===== config.mk =====
export PLATFORM = sky130hd
export DESIGN_NAME = if_prefetch_queue
export DESIGN_NICKNAME = d
export VERILOG_FILES = /design/src/rtl/if_prefetch_queue.sv
export SDC_FILE = /design/constraint.sdc
export NUM_CORES = 1
export LEC_CHECK = 0
export BUFFER_PORTS_ARGS = -buffer_cell sky130_fd_sc_hd__buf_2
export CAP_MARGIN = 20
export CELL_PAD_IN_SITES_DETAIL_PLACEMENT = 0
export CELL_PAD_IN_SITES_GLOBAL_PLACEMENT = 1
export CORE_AREA = 2 2 151 182
export CTS_CLUSTER_DIAMETER = 200
export DETAILED_ROUTE_END_ITERATION = 12
export DIE_AREA = 0 0 153 184
export PLACE_DENSITY = 0.93
export RECOVER_POWER = 25
export SLEW_MARGIN = 10
export SYNTH_ARGS = -nofsm -noshare
export SYNTH_HDL_FRONTEND = slang
export SYNTH_SLANG_ARGS = --single-unit

===== constraint.sdc =====
create_clock -name clk1 -period 8 [get_ports clk1]
set_input_delay 0.4 -clock clk1 [delete_from_list [all_inputs] [get_ports clk1]]
set_output_delay 0.4 -clock clk1 [all_outputs]
set_load 0.01 [all_outputs]

===== src/rtl/if_prefetch_queue.sv =====
// Instruction-fetch front end: issues single-outstanding word fetches and buffers
// the returned words in a first-word-fall-through queue drained by a valid/ready consumer.
module if_prefetch_queue #(
    parameter int          DEPTH      = 4,
    parameter logic [31:0] RESET_PC   = 32'h0,
    parameter logic [5:0]  HLT_OPCODE = 6'h3f
) (
    input  logic        clk1,
    input  logic        rst_n,
    output logic        imem_req,
    output logic [31:0] imem_addr,
    input  logic [31:0] imem_rdata,
    input  logic        imem_rvalid,
    input  logic        redirect,
    input  logic [31:0] redirect_pc,
    output logic        out_valid,
    input  logic        out_ready,
    output logic [31:0] out_instr,
    output logic [31:0] out_pc,
    output logic        fetch_stopped
);

    localparam int AW = (DEPTH > 1) ? $clog2(DEPTH) : 1;
    localparam int CW = AW + 1;
    localparam logic [CW:0] DEPTH_C = (CW + 1)'(DEPTH);

    // Fetch-side state
    logic [31:0]   r_fetch_pc;
    logic          r_req;
    logic [31:0]   r_addr;
    logic          r_pending;
    logic          r_drop;
    logic          r_stopped;

    // Queue state
    logic [31:0]   r_instr_mem [DEPTH];
    logic [31:0]   r_pc_mem    [DEPTH];
    logic [AW-1:0] r_wr_ptr;
    logic [AW-1:0] r_rd_ptr;
    logic [CW-1:0] r_count;

    logic          w_rsp;
    logic          w_push;
    logic          w_pop;
    logic          w_hlt;
    logic [CW:0]   w_next_count;
    logic          w_can_issue;

    // A response only counts while a request is outstanding, so a word that
    // arrives after reset (pending cleared) is ignored.
    assign w_rsp  = imem_rvalid & r_pending;
    assign w_push = w_rsp & ~r_drop & ~redirect;
    assign w_pop  = out_valid & out_ready & ~redirect;
    assign w_hlt  = (imem_rdata[31:26] == HLT_OPCODE);

    // NOTE: every signal assigned in always_comb gets a value on every path,
    // here via the defaults at the top, so no latch is inferred.
    always_comb begin
        w_next_count = {1'b0, r_count};
        w_can_issue  = 1'b0;
        w_next_count = {1'b0, r_count} + {{CW{1'b0}}, w_push} - {{CW{1'b0}}, w_pop};
        w_can_issue  = (~r_pending | w_rsp) & ~redirect & ~r_stopped
                       & ~(w_push & w_hlt) & (w_next_count < DEPTH_C);
    end

    // NOTE: sequential state uses non-blocking assignments so every register
    // samples pre-edge values regardless of statement order.
    always_ff @(posedge clk1 or negedge rst_n) begin
        if (!rst_n) begin
            r_fetch_pc <= RESET_PC;
            r_req      <= 1'b0;
            r_addr     <= RESET_PC;
            r_pending  <= 1'b0;
            r_drop     <= 1'b0;
            r_stopped  <= 1'b0;
        end else begin
            r_req <= w_can_issue;
            if (w_can_issue) begin
                r_addr     <= r_fetch_pc;
                r_fetch_pc <= r_fetch_pc + 32'd1;
            end
            if (redirect) begin
                r_fetch_pc <= redirect_pc;
            end

            if (w_can_issue) begin
                r_pending <= 1'b1;
            end else if (w_rsp) begin
                r_pending <= 1'b0;
            end

            // The one outstanding response after a redirect belongs to the old path.
            if (redirect) begin
                r_drop <= r_pending & ~imem_rvalid;
            end else if (w_rsp) begin
                r_drop <= 1'b0;
            end

            if (redirect) begin
                r_stopped <= 1'b0;
            end else if (w_push & w_hlt) begin
                r_stopped <= 1'b1;
            end
        end
    end

    always_ff @(posedge clk1 or negedge rst_n) begin
        if (!rst_n) begin
            r_wr_ptr <= '0;
            r_rd_ptr <= '0;
            r_count  <= '0;
        end else if (redirect) begin
            r_wr_ptr <= '0;
            r_rd_ptr <= '0;
            r_count  <= '0;
        end else begin
            if (w_push) begin
                r_wr_ptr <= r_wr_ptr + AW'(1);
            end
            if (w_pop) begin
                r_rd_ptr <= r_rd_ptr + AW'(1);
            end
            r_count <= w_next_count[CW-1:0];
        end
    end

    // NOTE: queue storage is not reset; out_valid qualifies every read, so
    // stale contents are never observed.
    always_ff @(posedge clk1) begin
        if (w_push) begin
            r_instr_mem[r_wr_ptr] <= imem_rdata;
            r_pc_mem[r_wr_ptr]    <= r_addr;
        end
    end

    assign imem_req      = r_req;
    assign imem_addr     = r_addr;
    assign out_valid     = (r_count != '0);
    assign out_instr     = out_valid ? r_instr_mem[r_rd_ptr] : 32'h0;
    assign out_pc        = out_valid ? r_pc_mem[r_rd_ptr]    : 32'h0;
    assign fetch_stopped = r_stopped;

endmodule


* Yosys cells after proc, flatten, opt, wreduce, memory -nomap -nowiden
Memories as Yosys holds them, arrays and structs flattened.
Cells that the tools add are included.
** Operators by class
- Add/sub/neg operators :: 5
- Magnitude comparators :: 1
- Eq/ne operators :: 1
- Mux-type cells :: 16
- Bitwise operators :: 18
- Reductions and logical operators :: 7
** Operator list (number)
- $mux W32 :: 4
- $add A32 B1 Y32 const B :: 1
- $reduce_bool A2 Y1 :: 6
- $and A1 B1 Y1 :: 11
- $mux W2 :: 4
- $mux W1 :: 7
- $eq A6 B6 Y1 const B :: 1
- $not A1 Y1 :: 6
- $add A2 B1 Y2 const B :: 2
- $add A3 B1 Y4 :: 1
- $lt A4 B3 Y1 const B :: 1
- $sub A4 B1 Y4 :: 1
- $mux W3 :: 1
- $reduce_bool A3 Y1 :: 1
- $or A1 B1 Y1 :: 1
** Word-level totals
- Register bits after elaboration :: 75
- RAM bits :: 256
- Input bits :: 69
- Logic and storage cells :: 59
- Memories :: 2
** Memories
- r_instr_mem :: words 4, bits a word 32, read ports 1, clocked after Yosys merged registers in 0, wr ports 1, RTL line 36 : logic [31:0] r_instr_mem [DEPTH];
- r_pc_mem :: words 4, bits a word 32, read ports 1, clocked after Yosys merged registers in 0, wr ports 1, RTL line 37 : logic [31:0] r_pc_mem [DEPTH];

* Depth between registers and ports, before layout
Gate-level depths: netlist of run 1.
- Depth after elaboration :: 9
- Mapped depth :: 17
- Mapped depth without buffers :: 13

* Worst setup path after synthesis of run 1
OpenSTA, ideal clock, no wires.
- Path type :: input-to-reg
- From :: input port redirect
- To :: register r_fetch_pc[25]
- Arrival :: 3526 ps
- Data required time :: 7869 ps
- Slack :: 4342 ps
- Stages :: 16
- Path buffers :: 6
- Path through :: buf_2 -> clkbuf_1 -> buf_1 -> nor2_1 -> ha_1 -> inv_1 -> ha_1 -> fa_1 -> xnor2_1 -> nand3_1 -> or4_4 -> buf_6 -> buf_6 -> buf_6 -> o31ai_1 -> nand3_1
** On the way
- Word-level cells in the longest chain between the ends :: 7
- Elaborated cells on any way between the ends :: 14
- Those cells by class :: 2 x add/sub; 1 x order compare; 1 x mux; 9 x bitwise; 1 x reduce/logical
** Ends and longest elaborated chain
- start: declaration :: RTL line 14 : input logic redirect,
- $not A1 Y1 :: RTL line 52, 53, 62
- $and A1 B1 Y1 :: RTL line 52 : assign w_push = w_rsp & ~r_drop & ~redirect;
- $add A3 B1 Y4 or $and A1 B1 Y1 (tied branches) :: RTL line 61, 63
- $sub A4 B1 Y4 or $not A1 Y1 (tied branches) :: RTL line 61, 63
- $lt A4 B3 Y1 or $and A1 B1 Y1 (tied branches) :: RTL line 63 : & ~(w_push & w_hlt) & (w_next_count < DEPTH_C);
- $and A1 B1 Y1 :: RTL line 63
- $reduce_bool A2 Y1 (no source line)
- end signal: assignment :: RTL line 80 : r_fetch_pc <= r_fetch_pc + 32'd1;
- end signal: assignment :: RTL line 83 : r_fetch_pc <= redirect_pc;
- end: declaration :: RTL line 28 : logic [31:0] r_fetch_pc;
Parallel ways exist; a longest one is shown, timed or not.
A chain may end at the register's enable or synchronous reset.

* Final worst setup path of run 1
- From :: register r_count[1]
- To :: register r_fetch_pc[19]
** On the way
- Word-level cells in the longest chain between the ends :: 7
- Elaborated cells on any way between the ends :: 8
- Those cells by class :: 2 x add/sub; 1 x order compare; 3 x bitwise; 2 x reduce/logical
** Ends and longest elaborated chain
- start: declaration :: RTL line 40 : logic [CW-1:0] r_count;
- start signal: assignment :: RTL line 123 : r_count <= w_next_count[CW-1:0];
- branches (longest 3 deep; another with $add A3 B1 Y4)
- $sub A4 B1 Y4 (*) :: RTL line 61 : w_next_count = {1'b0, r_count} + {{CW{1'b0}}, w_push} - {{CW{1'b0}}, w_pop};
- $lt A4 B3 Y1 (*) :: RTL line 63
- $and A1 B1 Y1 (*) :: RTL line 63
- $reduce_bool A2 Y1 (no source line) (*)
Every way passes the cells marked *.

==> metrics, run 1 <==
status=completed; Post-Layout Inst Area=between 0.015 and 0.02 sq mm; CTS sink count=331; fin crit period=4.39 ns; ys async rst share=0.227; Worst setup EP type=register; core footprint=0.0263 sq mm; Startpoint Class=register; fin crit share=0.549; post-synth net total=915; Nets=about 1100; PwrDens=347 mW/mm^2; Synth Flop Type=edfxtp_1; post_cts resized=0; ANT nets after route=0; clk slew on worst S/H paths=0.06 ns; CP endpoint=r_fetch_pc[19]$_DFFE_PN0P_; vias in the first global route=7883; CP arrival=4.85 ns; r2r worst-path depth=13; critical path fanouts, max=89; Worst slew margin=0.339; fmax=around 230 MHz; Die Footprint=0.0282 sq mm; Synth Instances=~840; total grt overflow=0; worst slew pin tran=0.992 ns; Die X=153 um; worst r2r dst=r_fetch_pc[19]$_DFFE_PN0P_; DR WL/cell=20.3 um; global-route wire length before repair=43400 um; GPL Wtd Cong=0.806; placed cell area=0.0146 sq mm; flop-to-flop setup slack=between 3 and 4 ns; final setup violation count=0; share of layout cells above drive strength 1=0.262; final wirelength=27500 um; cts hold-fix bufs=0; Critical Path Source=r_count[1]$_DFF_PN0_; Yosys cell types=52; DRC Markers=0; Initial Util=0.515; DP HPWL=16700 um; RSZ-0062 raised after global routing=false; initial DRC count=643; Setup TNS=0 ns; drt via density=5.69; vias=7728; Final Core Density=0.594; Max VDD drop=about 200 uV; FF+latch count, synth=331; # diodes=0; I/O pin count=about 170; syn avg cell area=16.2 sq um; Overall Global Routing Usage=0.196; total power=5.41 mW; Max-cap violations=0; CTS tree=done; Post-Syn Area=roughly 0.014 sq mm; Post-synth EDFFs=256; Pre-antenna DRT Iters=4; Worst EP required=8.46 ns; Port Buf Inserts=roughly 170; die height=roughly 180 um; Rows=65; H-tree depth=1; FILL cells=1947; Clock Skews=0.0156 ns; pre-CTS setup slack=3.48 ns; register area share after synthesis=0.708; start of the worst register-to-register path=r_count[1]$_DFF_PN0_; Num CTS Buffers=31; Clk Tree Root Cell=clkbuf_16; Worst Setup Slack, final=roughly 3.6 ns; Synth Warn #=0; antenna violations before repair=0; Lkg Pwr=5.79 nW; final hold violations=0; synthesis-to-layout area growth=15.5%; hold crit path type=input port to asynchronous set/reset pin; Clock Latency Late Sink=0.55 ns; Worst Path Class, Setup=register to register; pin count of the biggest net entering global routing=90; Slew Viols, Final=0; CTS Buffer Depth=3; total setup buffers inserted after CTS=0
[placed cells by master (no fill, tap or decap), types with 5 or more instances in the layout]
| cell | count |
|---|---|
| and2_1 | 71 |
| buf_4 | 6 |
| nand3_1 | 22 |
| nor2_1 | 16 |
| clkbuf_1 | 38 |
| o21ai_1 | 17 |
| inv_1 | 15 |
| o21ai_0 | 15 |
| nand2_1 | 109 |
| a211o_1 | 5 |
| nor3b_1 | 5 |
| and3_1 | 8 |
| edfxtp_1 | 256 |
| nand4_1 | 7 |
| a21boi_0 | 5 |
| clkbuf_8 | 5 |
| clkbuf_16 | 31 |
| buf_2 | 134 |
| a221o_1 | 13 |
| a21oi_1 | 5 |
| dfrtp_1 | 73 |
| nor4_1 | 9 |
| ha_1 | 9 |
| nor3_1 | 14 |
| mux4_2 | 64 |
[registers in the layout, indices dropped and copies added, names as in the netlist]
name and flops:
r_count 3, r_rd_ptr 2, imem_addr 32, r_wr_ptr 2
imem_req 1, r_fetch_pc 32, r_pc_mem 128, r_drop 1
r_pending 1, fetch_stopped 1, r_instr_mem 128
[cells by family (layout without fill, tap and decap cells)]
kind of cell	after synthesis	in the layout	share of synthesized area
buf+inv	59	245	0.0201
compound gates	81	81	0.0430
simple gates	285	285	0.109
fa+ha+maj	10	10	0.00981
mux	65	65	0.107
xor+xnor	5	5	0.00324
flops	331	331	0.708
[cell usage after synthesis, types with 6 or more instances]
master	count	area share
and2_1	75	0.035
clkbuf_1	15	0.0042
ha_1	9	0.0083
nand3_1	22	0.0081
mux4_2	64	0.11
nand4_1	7	0.0032
and3_1	8	0.0037
buf_1	6	0.0017
nor4_1	9	0.0042
nor2_1	16	0.0044
nor3_1	14	0.0052
edfxtp_1	256	0.57
a221o_1	13	0.0096
o21ai_1	17	0.0063
o21ai_0	15	0.0056
buf_2	16	0.0059
dfrtp_1	75	0.14
inv_1	15	0.0042
nand2_1	109	0.030
[worst min-delay path by stage]
stage | endpoint | slack [ns] | depth (start not counted)
5_1_grt | r_drop$_DFFE_PN0P_ | 0.05 | 2
2_1_floorplan | fetch_stopped$_DFFE_PN0P_ | 0.10 | 0
3_5_place_dp | r_fetch_pc[31]$_DFFE_PN0P_ | 0.48 | 1
3_3_place_gp | r_fetch_pc[31]$_DFFE_PN0P_ | 0.46 | 1
4_1_cts | r_drop$_DFFE_PN0P_ | 0.03 | 2
6_report | imem_addr[7]$_DFFE_PN0P_ | 0.01 | 1
[report_power, final]
| part | switching [mW] | leakage, nW | internal [mW] |
|---|---|---|---|
| logic | 0.803 | 2.03 | 0.645 |
| clock network | 0.597 | 0.508 | 0.883 |
| registers | 0.327 | 3.26 | 2.16 |
| total | 1.73 | 5.79 | 3.69 |
[through the flow]
stage	hold WS [ns]	instances
global placement	0.460	1301
global route	0.0537	1357
CTS	0.0349	1357
finish	0.0111	1357
floorplan	0.104	836
detailed placement	0.480	1301
[critical path, stage by stage, from the launching register on]
cell and delay [ns]:
dfrtp_1 0.40, or3_2 0.50, nand2_1 0.11, nor2_1 0.05, ha_1 0.29, inv_1 0.04
ha_1 0.19, fa_1 0.38, xnor2_1 0.22, nand3_1 0.14, or4_4 0.84, inv_2 0.70
a21boi_0 0.17, o21ai_0 0.18
[metal layers]
metal | track usage | vias to the layer above | wire [um]
li1 | - | 3532 | -
met1 | 0.271 | 3917 | 11500
met2 | 0.331 | 238 | 14000
met3 | 0.0259 | 41 | 1470
met4 | 0.0548 | 0 | 589
met5 | 0 | - | 0
[area by class of cell]
cell class / count / area [sq um] / area share
inverter: 17 / 63.8 / 0.00409
tap: 335 / 419 / 0.0268
sequential: 331 / 9570 / 0.613
clock inverter: 14 / 169 / 0.0108
timing repair buffer: 172 / 836 / 0.0535
multi-input combinational: 446 / 3690 / 0.236
clock buffer: 42 / 867 / 0.0555
(Power assumes the default switching activity.)
==> run 2, diff against run 1 <==
--- a/config.mk
+++ b/config.mk
@@ -9,11 +9,11 @@
 export CAP_MARGIN = 20
 export CELL_PAD_IN_SITES_DETAIL_PLACEMENT = 0
 export CELL_PAD_IN_SITES_GLOBAL_PLACEMENT = 1
-export CORE_AREA = 2 2 151 182
+export CORE_AREA = 2 2 155 187
 export CTS_CLUSTER_DIAMETER = 200
 export DETAILED_ROUTE_END_ITERATION = 12
-export DIE_AREA = 0 0 153 184
-export PLACE_DENSITY = 0.93
+export DIE_AREA = 0 0 157 189
+export PLACE_DENSITY = 0.89
 export RECOVER_POWER = 25
 export SLEW_MARGIN = 10
 export SYNTH_ARGS = -nofsm -noshare
==> constraint.sdc (replaced) <==
create_clock -name clk1 -period 4.5 [get_ports clk1]
set_input_delay 0.225 -clock clk1 [delete_from_list [all_inputs] [get_ports clk1]]
set_output_delay 0.225 -clock clk1 [all_outputs]
set_load 0.01 [all_outputs]
==> run 2 against run 1 <==
First-iteration DRC count fell by 16%. Fmax up 11%. Core utilization decreased by 0.81 points. Hold slack gained 0.0084 ns. Wire length is 2.7% higher. Sequential power grew 76%. Clock-buffer cell count is 1 lower. Sequential cell count stayed put. Largest cell class unchanged. Critical path type unchanged.
==> metrics, run 2 (synthesized netlist as in run 1, its figures left out) <==
Slew Viols, Final=0 (unchanged); Worst setup EP type=register; pre-CTS setup slack=0.560 ns (-2.92 ns); Startpoint Class=register; synthesis-to-layout area growth=20.4%; Final Hold Slack=0.0194 ns (+0.00839 ns); total grt overflow=0 (unchanged); PwrDens=598 mW/mm^2 (+73%); Clock Latency Late Sink=0.51 ns (-0.04 ns); vias=7868 (+1.8%); vias in the first global route=7970 (+1.1%); Num CTS Buffers=34 (+9.7%); Post-Layout Inst Area=0.0163 sq mm (+4.2%); DR WL/cell=19.3 um (-4.8%); Rows=67 (+3.1%); fmax=253 MHz (+11%); placed cell area=0.0147 sq mm (+0.62%); status=completed; final setup violation count=0 (unchanged); clk slew on worst S/H paths=0.07 ns (about the same); Worst Setup Slack, final=0.542 ns (-3.06 ns); RSZ-0062 raised after global routing=false; initial DRC count=538 (-16%); Regs by FF count=r_instr_mem x128, r_pc_mem x128; Overall Global Routing Usage=0.193 (-0.00262); clock share of power=0.274 (about the same); most frequent cells in the layout=edfxtp_1, buf_2, nand2_1; Lkg Pwr=6.04 nW (+4.3%); sw power=3.13 mW (+82%); Worst slew margin=0.324 (-0.0143); die height=189 um (+2.7%); Die X=157 um (+2.6%); Final Core Density=0.586 (-0.00810); I/O pin count=168 (unchanged); final hold violations=0 (unchanged); CP arrival=4.37 ns (-0.48 ns); core footprint=0.0277 sq mm (+5.6%); Clock Skews=0.0221 ns (+0.00646 ns); Port Buf Inserts=167 (unchanged); CTS Buffer Depth=3 (unchanged); fin crit period=3.96 ns (-0.435 ns); Die Footprint=0.0297 sq mm (+5.4%); hold crit path type=input port to register; CTS sink count=331 (unchanged); Max VDD drop=330 uV (+62%); antenna violations before repair=1 (+1); worst slew pin tran=1.01 ns (+0.0214 ns); final std cells w/o fill=1464 (+7.9%); pin count of the biggest net entering global routing=76 (-16%); CTS tree=done; Initial Util=0.487 (-0.0274); drt via density=5.37 (-5.6%); Comb pwr share=0.275 (+0.008); Nets=1138 (+5.6%); Setup TNS=0 ns (unchanged); Worst EP required=4.91 ns (-3.55 ns); Clk Tree Root Cell=clkbuf_16; Worst Path Class, Setup=register to register; Pre-antenna DRT Iters=4 (unchanged); ANT nets after route=0 (unchanged); DRC Markers=0 (unchanged); GPL Wtd Cong=0.858 (+6.5%); internal power=6.59 mW (+79%); critical path fanouts, max=35 (-61%); total power=9.73 mW (+80%); Sw Ratio=0.322 (+0.00319); dpl cells=1348 (+3.6%); DP HPWL=17100 um (+2.5%); sequential share of power=0.451 (-0.008); share of layout cells above drive strength 1=0.254 (-0.00854); Max-cap violations=0 (unchanged); H-tree depth=2 (+1); fin crit share=0.880 (+0.330); global-route wire length before repair=44100 um (+1.5%); final wirelength=28300 um (+2.7%); commonest non-fill, non-tap cell in the layout=edfxtp_1
==> run 2: cell types whose count changed in the layout (fill, tap and decap cells not counted), sizes merged, moves of 2 or more <==
cell / change
buf: +3
bufinv: -2
clkinvlp: +2
clkinv: +5
dlygate4sd3: +54
==> run 2: per-layer routing <==
layer | vias to the layer above | wire length (um) | GRT usage
met2 | 204 | 14400 | 0.327
met1 | 3964 | 11800 | 0.258
li1 | 3656 | - | -
met4 | 0 | 659 | 0.0596
met5 | - | 0 | 0
met3 | 44 | 1340 | 0.0307
==> run 2: what timing repair did <==
| item | in CTS | in global routing |
|---|---|---|
| setup buffers | 0 | 0 |
| endpoints found under the hold margin | 224 | 0 |
| resized for setup | 0 | 0 |
| hold buffers | 54 | 0 |
==> run 2: final timing paths <==
check | endpoint | start | slack (ns) | cells past startpoint
max | r_fetch_pc[23]$_DFFE_PN0P_ | r_count[1]$_DFF_PN0_ | 0.54 | 14
min | r_fetch_pc[21]$_DFFE_PN0P_ | redirect_pc[21] | 0.02 | 3
max reg2reg | r_fetch_pc[23]$_DFFE_PN0P_ | r_count[1]$_DFF_PN0_ | 0.54 | 14
min reg2reg | r_fetch_pc[31]$_DFFE_PN0P_ | r_fetch_pc[31]$_DFFE_PN0P_ | 0.48 | 1
max in group asynchronous | r_rd_ptr[0]$_DFFE_PN0P_ | rst_n | 3.34 | 2
min in group asynchronous | imem_addr[27]$_DFFE_PN0P_ | rst_n | 0.43 | 2
==> run 2: power groups by stage <==
stage | logic, mW | registers (mW) | clock network, mW
after floorplan | 1.87 | 4.27 | 0
after global placement | 2.64 | 4.43 | 0
after detailed placement | 2.69 | 4.45 | 0
after CTS | 2.73 | 4.39 | 2.72
after global routing | 2.98 | 4.47 | 2.85
final | 2.68 | 4.38 | 2.67
==> run 2: critical path: stages (launching register included) <==
cell,delay [ns]
dfrtp_1,0.39
or3_2,0.49
nand2_1,0.12
nor2_1,0.05
ha_1,0.26
inv_1,0.04
ha_1,0.20
fa_1,0.39
xnor2_1,0.22
nand3_1,0.14
or4_4,0.69
inv_2,0.18
buf_4,0.38
a21boi_0,0.14
o21ai_0,0.16
==> run 2: cell type report <==
type                       count  area [sq um]
clock inverter                20           159
multi-input combinational    446          3690
timing repair buffer         229          1410
antenna                        1          2.50
tap                          379           474
fill                        2145         11500
inverter                      17          63.8
sequential                   331          9570
clock buffer                  41           898
==> run 3, diff against run 2 <==
--- a/config.mk
+++ b/config.mk
@@ -9,11 +9,11 @@
 export CAP_MARGIN = 20
 export CELL_PAD_IN_SITES_DETAIL_PLACEMENT = 0
 export CELL_PAD_IN_SITES_GLOBAL_PLACEMENT = 1
-export CORE_AREA = 2 2 155 187
+export CORE_AREA = 2 2 151 182
 export CTS_CLUSTER_DIAMETER = 200
 export DETAILED_ROUTE_END_ITERATION = 12
-export DIE_AREA = 0 0 157 189
-export PLACE_DENSITY = 0.89
+export DIE_AREA = 0 0 153 184
+export PLACE_DENSITY = 0.93
 export RECOVER_POWER = 25
 export SLEW_MARGIN = 10
 export SYNTH_ARGS = -nofsm -noshare
==> constraint.sdc (replaced) <==
create_clock -name clk1 -period 4.7 [get_ports clk1]
set_input_delay 0.235 -clock clk1 [delete_from_list [all_inputs] [get_ports clk1]]
set_output_delay 0.235 -clock clk1 [all_outputs]
set_load 0.01 [all_outputs]
==> run 3 against run 2 <==
Largest cell class unchanged. Global-route usage rose by 1.0 points. Fmax down 4.1%. Sequential power fell by 3%. Worst setup slack better by 0.033 ns. Critical endpoint is now r_fetch_pc[5]$_DFFE_PN0P_. Hold slack improved by 0.012 ns. Critical path type unchanged. Register-to-register slack gained 0.03 ns.
==> metrics, run 3 (synthesized netlist as in run 1, its figures left out) <==
status=completed; vias in the first global route=8208 (+3.0%); Worst EP required=5.14 ns (+0.23 ns); CTS tree=done; ANT nets after route=0 (unchanged); RSZ-0062 raised after global routing=false; post_cts resized=0 (unchanged); FILL cells=1941 (-9.5%); Die X=153 um (-2.5%); flop-to-flop setup slack=0.57 ns (+0.03 ns); final hold violations=0 (unchanged); antenna violations before repair=0 (-1); pin count of the biggest net entering global routing=76 (unchanged); fin crit period=4.13 ns (+0.167 ns); CP top delay family=simple AND/OR/NAND/NOR gates; DP HPWL=17300 um (+0.65%); DRC Markers=0 (unchanged); H-tree depth=2 (unchanged); I/O pin count=168 (unchanged); Max-cap violations=0 (unchanged); Slew Viols, Final=0 (unchanged); Initial Util=0.515 (+0.0274); critical path fanouts, max=42 (+20%); Port Buf Inserts=167 (unchanged); Rows=65 (-3.0%); Clock Latency Late Sink=0.51 ns (about the same); CP arrival=4.57 ns (+0.20 ns); top sig layer=met4; core footprint=0.0263 sq mm (-5.3%); vias=8017 (+1.9%); GPL Wtd Cong=0.827 (-3.6%); clk slew on worst S/H paths=0.06 ns (about the same); Worst Path Buf+Inv=2 (-1); met2 wire length=14500 um (+0.42%); met3 WL=1640 um (+23%); Pre-antenna DRT Iters=5 (+1); share of layout cells above drive strength 1=0.253 (-0.000455); initial DRC count=597 (+11%); pre-CTS setup slack=0.660 ns (+0.0992 ns); total power=9.58 mW (-1.6%); CTS Buffer Depth=3 (unchanged); footprint of the multi-input gates=0.00369 sq mm (unchanged); synthesis-to-layout area growth=20.8%; Overall Global Routing Usage=0.203 (+0.0100); crit path cell chain=or3_2, nand2_1, nor2_1, ha_1, inv_1, ha_1, fa_1, xnor2_1, nand3_1, or4_4, inv_2, a21bo_2, a221o_1; CP max stage delay=0.73 ns (+0.04 ns); Crit-path slowest cell=or4_4; WL met1=11500 um (-3.1%); Worst setup EP type=register; global-route wire length before repair=44400 um (+0.81%); Nets=1139 (+0.088%); most frequent cells in the layout=edfxtp_1, buf_2, nand2_1; PwrDens=586 mW/mm^2 (-1.9%); Die Footprint=0.0282 sq mm (-5.1%); CTS sink count=331 (unchanged); Setup TNS=0 ns (unchanged); # diodes=0 (-1); Top cell by count, worst path=ha_1; Startpoint Class=register; Regs by FF count=r_instr_mem x128, r_pc_mem x128; die height=184 um (-2.6%); Worst Setup Slack, final=0.575 ns (+0.0329 ns); hold crit path type=input port to register; Final Hold Slack=0.0311 ns (+0.0117 ns); DR WL/cell=20.1 um (+4.1%); Worst slew margin=0.330 (+0.00514); commonest non-fill, non-tap cell in the layout=edfxtp_1; FF+latch area=0.00957 sq mm (unchanged); Clock Skews=0.0254 ns (+0.00333 ns); total grt overflow=0 (unchanged); fmax=242 MHz (-4.1%); Worst Path Class, Setup=register to register; Lkg Pwr=6.09 nW (+0.88%); worst slew pin tran=1.01 ns (-0.00771 ns); fin crit share=0.878 (-0.00188); Max VDD drop=385 uV (+17%); drt via density=5.66 (+5.3%); Clk Tree Root Cell=clkbuf_16; final wirelength=28500 um (+0.78%); final setup violation count=0 (unchanged); Num CTS Buffers=35 (+2.9%)
==> run 3: changes by cell type in the layout (fill, tap and decap cells not counted), sizes merged <==
cell      before  now
clkinv        13    5
bufinv         2    5
clkbuf        73   76
clkinvlp       3    2
diode          1    0
inv           19   20
==> run 3: stage by stage <==
step	cell area [sq um]	instances	utilization
floorplan	13500	836	-
global placement	14600	1304	0.557
detailed placement	14600	1304	0.557
CTS	16400	1417	0.623
global route	16300	1417	0.622
finish	16300	1417	0.622
==> run 3: metal layers <==
layer,vias to the layer above,track usage
met5,-,0
met3,60,0.0347
met2,293,0.350
li1,3654,-
met1,4010,0.264
met4,0,0.0693
==> run 3: what timing repair did <==
item                      CTS  global route
hold buffers               54             0
buffers inserted            0             0
hold endpoints to repair  224             0
==> run 3: area by class of cell <==
type,instances,share of cell area
clock inverters,15,0.0132
repair buffers,229,0.0857
well taps,335,0.0257
flip-flops and latches,331,0.586
multi-input cells,446,0.226
inverters,17,0.00391
clock buffers,44,0.0596
==> run 3: final timing paths <==
kind | startpoint | end | cells after the start
max | r_count[1]$_DFF_PN0_ | r_fetch_pc[5]$_DFFE_PN0P_ | 13
min | redirect_pc[19] | r_fetch_pc[19]$_DFFE_PN0P_ | 4
max reg2reg | r_count[1]$_DFF_PN0_ | r_fetch_pc[5]$_DFFE_PN0P_ | 13
min reg2reg | r_fetch_pc[31]$_DFFE_PN0P_ | r_fetch_pc[31]$_DFFE_PN0P_ | 1
max in group asynchronous | rst_n | r_rd_ptr[0]$_DFFE_PN0P_ | 2
min in group asynchronous | rst_n | imem_addr[9]$_DFFE_PN0P_ | 2
==> run 3: where the power goes <==
group / internal, mW / leakage, nW / total [mW] / switching, mW
logic: 1.14 / 2.27 / 2.52 / 1.39
registers: 3.68 / 3.26 / 4.23 / 0.556
clock network: 1.75 / 0.570 / 2.82 / 1.08
==> run 3: worst min-delay path, delay by kind of cell <==
kind | cells | cell delay (ns)
and+or+nand+nor | 1 | 0.05
AOI/OAI and AO/OA | 2 | 0.15
buffers and inverters | 1 | 0.08
